`config.mk`:
```
export PLATFORM = sky130hd
export DESIGN_NAME = blink_rate_ctrl
export DESIGN_NICKNAME = d
export VERILOG_FILES = /design/src/rtl/blink_rate_ctrl.sv
export SDC_FILE = /design/constraint.sdc
export NUM_CORES = 1
export LEC_CHECK = 0
export CORE_UTILIZATION = 45
export CTS_CLUSTER_SIZE = 24
export DETAILED_ROUTE_END_ITERATION = 6
export PLACE_DENSITY_LB_ADDON = 0.3
export SYNTH_ARGS = -nofsm -noshare
export SYNTH_HDL_FRONTEND = slang
export SYNTH_SLANG_ARGS = --single-unit
```
`constraint.sdc`:
```
create_clock -name CLK50 -period 3.52 [get_ports CLK50]
set_input_delay 0.704 -clock CLK50 [delete_from_list [all_inputs] [get_ports CLK50]]
set_output_delay 0.704 -clock CLK50 [all_outputs]
set_load 0.01 [all_outputs]
```
`src/rtl/blink_rate_ctrl.sv`:
```
// Button-driven blink rate selector: debounces BTN, steps RATE on each clean
// press and emits a TICK strobe every (BASE_DIV >> RATE) clocks.
module blink_rate_ctrl #(
    parameter int BASE_DIV        = 25_000_000,
    parameter int DEBOUNCE_CYCLES = 1_000_000,
    parameter bit BTN_ACTIVE_LOW  = 1'b1
) (
    input  logic       CLK50,
    input  logic       RST,
    input  logic       BTN,
    output logic       TICK,
    output logic [1:0] RATE,
    output logic       PRESS,
    output logic       BTN_LEVEL
);

    localparam int CW = $clog2(BASE_DIV);
    localparam int DW = (DEBOUNCE_CYCLES > 1) ? $clog2(DEBOUNCE_CYCLES) : 1;
    localparam logic RELEASED = BTN_ACTIVE_LOW;
    localparam logic [DW-1:0] DB_LAST = DW'(DEBOUNCE_CYCLES - 1);

    typedef enum logic [1:0] {
        IDLE,
        PRESS_WAIT,
        PRESSED,
        RELEASE_WAIT
    } state_t;

    state_t        state, state_nxt;
    logic [DW-1:0] db_cnt, db_cnt_nxt;
    logic          press_nxt;
    logic          level_nxt;
    logic          sync1, sync2, synced;
    logic [CW-1:0] div_cnt;
    logic [CW-1:0] term;

    always_ff @(posedge CLK50 or posedge RST) begin
        if (RST) begin
            sync1 <= RELEASED;
            sync2 <= RELEASED;
        end else begin
            sync1 <= BTN;
            sync2 <= sync1;
        end
    end

    // 1 = pressed regardless of board wiring
    assign synced = BTN_ACTIVE_LOW ? ~sync2 : sync2;

    always_ff @(posedge CLK50 or posedge RST) begin
        if (RST) begin
            state  <= IDLE;
            db_cnt <= '0;
        end else begin
            state  <= state_nxt;
            db_cnt <= db_cnt_nxt;
        end
    end

    always_comb begin
        state_nxt  = state;
        db_cnt_nxt = db_cnt;
        press_nxt  = 1'b0;
        unique case (state)
            IDLE: begin
                if (synced) begin
                    state_nxt  = PRESS_WAIT;
                    db_cnt_nxt = '0;
                end
            end
            PRESS_WAIT: begin
                if (!synced) begin
                    state_nxt  = IDLE;
                    db_cnt_nxt = '0;
                end else if (db_cnt == DB_LAST) begin
                    state_nxt  = PRESSED;
                    db_cnt_nxt = '0;
                    press_nxt  = 1'b1;
                end else begin
                    db_cnt_nxt = db_cnt + DW'(1);
                end
            end
            PRESSED: begin
                if (!synced) begin
                    state_nxt  = RELEASE_WAIT;
                    db_cnt_nxt = '0;
                end
            end
            RELEASE_WAIT: begin
                if (synced) begin
                    state_nxt  = PRESSED;
                    db_cnt_nxt = '0;
                end else if (db_cnt == DB_LAST) begin
                    state_nxt  = IDLE;
                    db_cnt_nxt = '0;
                end else begin
                    db_cnt_nxt = db_cnt + DW'(1);
                end
            end
            default: begin
                state_nxt  = IDLE;
                db_cnt_nxt = '0;
            end
        endcase
    end

    assign level_nxt = (state_nxt == PRESSED) || (state_nxt == RELEASE_WAIT);

    always_comb begin
        term = CW'(BASE_DIV - 1);
        unique case (RATE)
            2'd0: term = CW'(BASE_DIV - 1);
            2'd1: term = CW'((BASE_DIV >> 1) - 1);
            2'd2: term = CW'((BASE_DIV >> 2) - 1);
            2'd3: term = CW'((BASE_DIV >> 3) - 1);
            default: term = CW'(BASE_DIV - 1);
        endcase
    end

    // A press restarts the period at the new rate and swallows a coincident tick
    always_ff @(posedge CLK50 or posedge RST) begin
        if (RST) begin
            div_cnt   <= '0;
            TICK      <= 1'b0;
            RATE      <= 2'd0;
            PRESS     <= 1'b0;
            BTN_LEVEL <= 1'b0;
        end else begin
            PRESS     <= press_nxt;
            BTN_LEVEL <= level_nxt;
            if (press_nxt) begin
                RATE    <= RATE + 2'd1;
                div_cnt <= '0;
                TICK    <= 1'b0;
            end else if (div_cnt == term) begin
                div_cnt <= '0;
                TICK    <= 1'b1;
            end else begin
                div_cnt <= div_cnt + CW'(1);
                TICK    <= 1'b0;
            end
        end
    end

endmodule

```
-- Word level (Yosys, flattened, before mapping)
Cells that the tools add are included.
- register bits: 54
- input bits: 3
- output and inout port bits: 5
- logic and storage cells: 49
- add/subtract/negate cells: 3
- equality and inequality tests: 12
- mux-type cells: 21
- reduce and logical (&&, ||, !) cells: 4
- operators with widths (cell ; count):
    $mux 20 ; 5
    $pmux 25 s4 ; 1
    $pmux 20 s4 ; 1
    $mux 25 ; 2
    $add 25x1->25 const B ; 1
    $eq 25x25->1 ; 1
    $add 20x1->20 const B ; 1
    $eq 20x20->1 const B ; 1
    $eq 2x2->1 const B ; 6
    $mux 2 ; 6
    $pmux 2 s4 ; 1
    $mux 1 ; 5
    $eq 2x1->1 const B ; 2
    $logic_not 2->1 ; 2
    $ne 2x2->1 const B ; 2
    $add 2x1->2 const B ; 1
    $reduce_and 2->1 ; 1
    $logic_or 1x1->1 ; 1

-- Longest topological paths before layout
- depth in word-level cells: 6
- gate-level depth with buffers: 8
- depth with buffers taken out: 7

-- Worst setup path after synthesis
Ideal clock, no wire load.
- path kind: reg2reg
- start: reg div_cnt[0]
- end: reg div_cnt[10]
- setup time: 0.119 ns
- arrival time: 1.869 ns
- data required time: 3.401 ns
- slack: 1.532 ns
- stages on the path, launching flop included: 8
- buffers on the path: 1
- clock period less this slack: 1.988 ns
- cells stage by stage: dfrtp_1 ha_1 nand2_1 or4_1 nor4b_2 a41o_2 buf_4 nor2_1
- cells in the longest elaborated chain, start to end: 3
- elaborated cells between the ends (all ways): 4
- those cells by class: 1 x add/sub; 1 x eq/ne; 2 x mux
- RTL lines (item ; line ; source):
    from (decl) ; 34 ; logic [CW-1:0] div_cnt;
    from (signal assigned) ; 139 ; div_cnt <= div_cnt + CW'(1);
    $add 25x1->25 / $eq 25x25->1 (equally long branches) ; 139, 135 ;
    $mux 25 * ; 135 ; end else if (div_cnt == term) begin
    $mux 25 * ; 131 ; if (press_nxt) begin
Every way passes the cells marked *; elsewhere a longest branch is shown, timed or not.
A chain may end at the register's enable or synchronous reset.

-- Final worst setup path
- start: reg db_cnt[0]
- end: reg db_cnt[17]
- cells in the longest elaborated chain, start to end: 4
- elaborated cells between the ends (all ways): 6
- those cells by class: 1 x add/sub; 1 x eq/ne; 4 x mux
- RTL lines (item ; line ; source):
    from (decl) ; 30 ; logic [DW-1:0] db_cnt, db_cnt_nxt;
    from (signal assigned) ; 56 ; db_cnt <= db_cnt_nxt;
    $add 20x1->20 / $eq 20x20->1 (equally long branches) ; - ;
    $mux 20 * ; 75, 93 ;
    $mux 20 (on tied branches) ; 90, 72 ;
    $pmux 20 s4 * ; 64 ; unique case (state)
Marks and branches as above.

==> flow_summary_export.csv <==
group,metric,value,unit
run_status,run_status,"finished clean",
placement,dp_cells,374,
yosys,ys_seq_elements,54,
global_routing,grt-ovfl-total,0,
clock_tree,cts_resized,0,
timing,clock-skew-final,0.00771,ns
global_routing,grt_pass1_vias,2030,
floorplan,core.rowCount,28,
clock_tree,clk_latency,0.31,ns
finish,antennaDiodeCount,0,
clock_tree,clk_pin_slew_worst_paths,0.10,ns
finish,fin_area,3100,um2
yosys,synthArstFlopShare,1.00,
yosys,synth_common_cells,"dfrtp_1, nor2_1, xor2_1",
worst_setup_path,cp-start-kind,"flip-flop",
floorplan,core_area,6030,um2
floorplan,dieHeight,81.7,um
routing,postRouteAntennaNets,0,
floorplan,fp.dieW,81.7,um
worst_setup_path,crit_fanout,12,
routing,wirelength,5440,um
clock_tree,cts_max_path_buffers,2,
timing,setup_viol,0,
worst_setup_path,arrival,2.60,ns
clock_tree,cts_setup_buffers,0,
yosys,synth_nets,309,
yosys,synth_top_area_cell,"dfrtp_1",
timing,fin_crit_sh,0.691,
floorplan,ios,8,
global_routing,grt_max_degree,26,
worst_setup_path,critPathKind,"flip-flop to flip-flop",
routing,drc,0,
timing,grt_setup_unrepaired,"no",
placement,place_area,2990,um2
clock_tree,cts_tree,"done",
yosys,postSynthAreaPerCell,9.59,um2
worst_setup_path,endpoint_kind,"flip-flop",
routing,dr.pass1.iters,4,
power_and_ir_drop,vdd_drop_max,0.000199,V
placement,place_congestion,0.806,
timing,hold_viol,0,
clock_tree,cts_hold_buffers,0,
floorplan,initial_core_util,0.474,
timing,report.final.slew_viol_count,0,
placement,portBuffers,7,
power_and_ir_drop,power.density,351,nW/um2
yosys,synth_cell_types,45,
finish,multi_input_area,1430,um2
routing,drt_iter0_drc,95,
finish,seq_area,1350,um2
global_routing,grt_use_total,0.181,
timing,finalHoldWorstSlack,0.366,ns
yosys,synth_top_cell_area_share,0.456,
placement,dp_hpwl,3810,um
global_routing,antenna_found_initial,0,
yosys,synthCells,298,
clock_tree,clock-root-buffer,"clkbuf_8",
timing,layout_min_cycle_time,2.43,ns
yosys,synth_edf_count,0,
routing,wire_per_inst,14.2,um
clock_tree,cts.sinks,54,
floorplan,die_area,6670,um2
yosys,synth_warnings,0,
timing,slew_headroom,0.446,
power_and_ir_drop,leakagePower,1.32,nW
worst_setup_path,required,3.69,ns
finish,syn_to_final_growth,8.63,%
timing,worstMarginPinSlew,0.823,ns
finish,fin_cells,382,
timing,tns,0,ns
yosys,syn_area,2860,um2
yosys,ys_seq_area_frac,0.474,
routing,routed_via_density,5.41,
finish,drive_above_1_share,0.0586,
worst_hold_path,hold_path.class,"flip-flop to flip-flop",
yosys,synth.area.top_cells,"dfrtp_1, xor2_1, nor2_1",
finish,nNetsFinal,317,
finish,utilization,0.515,
global_routing,grt_pass1_wl,9320,um
clock_tree,cts_buffers,5,
yosys,synthFlopType,"dfrtp_1",
clock_tree,h-tree-depth,2,
flow_run,max_cap_viol_count,0,
routing,vias,2065,
timing,fmaxAchievable,411,MHz
finish,nFillCells,564,
## state kept, by name, indices dropped and copies added, names as in the netlist
signal and count:
div_cnt 25, db_cnt 20, RATE 2, state 2, BTN_LEVEL 1, PRESS 1, TICK 1, sync1 1
sync2 1
## power breakdown
group	internal [W]	switching, W	total [W]	leakage [nW]
clock	0.000213	0.000204	0.000416	0.0514
sequential	0.000628	0.00000834	0.000636	0.729
combinational	0.0000103	0.0000257	0.0000361	0.535
## cell type report
| class | count | area share |
|---|---|---|
| Timing Repair Buffer | 9 | 0.0274 |
| Tap cell | 75 | 0.0302 |
| Multi-Input combinational cell | 227 | 0.460 |
| Inverter | 9 | 0.0109 |
| Sequential cell | 54 | 0.436 |
| Clock inverter | 2 | 0.0121 |
| Clock buffer | 6 | 0.0234 |
## cells in the final DEF, fill, tap and decap left out, types with 7 or more instances in the layout
master	n
nand4_1	13
nor3_1	7
nor2_1	52
clkdlybuf4s50_1	7
inv_1	8
ha_1	8
nand3_1	18
xor2_1	25
dfrtp_1	52
nand2_1	24
xnor2_1	15
o21ai_0	7
## per-stage QoR
step	power, W	setup WS, ns
finish	0.00109	1.09
global route	0.00113	0.856
CTS	0.00110	1.07
detailed placement	0.000686	1.10
global placement	0.000685	1.10
floorplan	0.000673	1.50
## metal layers
| metal | vias to the layer above | GRT usage | share of wire |
|---|---|---|---|
| li1 | 1047 | - | - |
| met1 | 990 | 0.255 | 0.54 |
| met2 | 23 | 0.278 | 0.43 |
| met3 | 5 | 0.0344 | 0.021 |
| met4 | 0 | 0.0561 | 0.0079 |
| met5 | - | 0 | 0 |
## worst max-delay path, cell delays in order, from the launching register on
cell and delay, ns:
dfrtp_1 0.40, ha_1 0.24, nand2_1 0.10, nor4_2 0.45, a21oi_1 0.30, nor2_1 0.68
nor2_1 0.12
## cell families (layout without fill, tap and decap cells)
family | count (synthesis) | in the layout | share of synthesized area
mux | 1 | 1 | 0.00350
simple gates | 150 | 150 | 0.273
compound gates | 28 | 28 | 0.0648
fa+ha+maj | 8 | 8 | 0.0350
flops | 54 | 54 | 0.474
buf+inv | 17 | 26 | 0.0267
xor+xnor | 40 | 40 | 0.123
## worst paths after layout
| kind | startpoint | cells after the start | slack (ns) | to |
|---|---|---|---|---|
| worst max-delay path | db_cnt[0] | 6 | 1.09 | db_cnt[17] |
| worst min-delay path | sync1 | 0 | 0.37 | sync2 |
| worst max register to register | db_cnt[0] | 6 | 1.09 | db_cnt[17] |
| worst min register to register | sync1 | 0 | 0.37 | sync2 |
| max in group asynchronous | RST | 3 | 2.20 | db_cnt[2] |
| min in group asynchronous | RST | 2 | 0.71 | state[1] |
No activity file was read; power rests on OpenSTA's default activity.
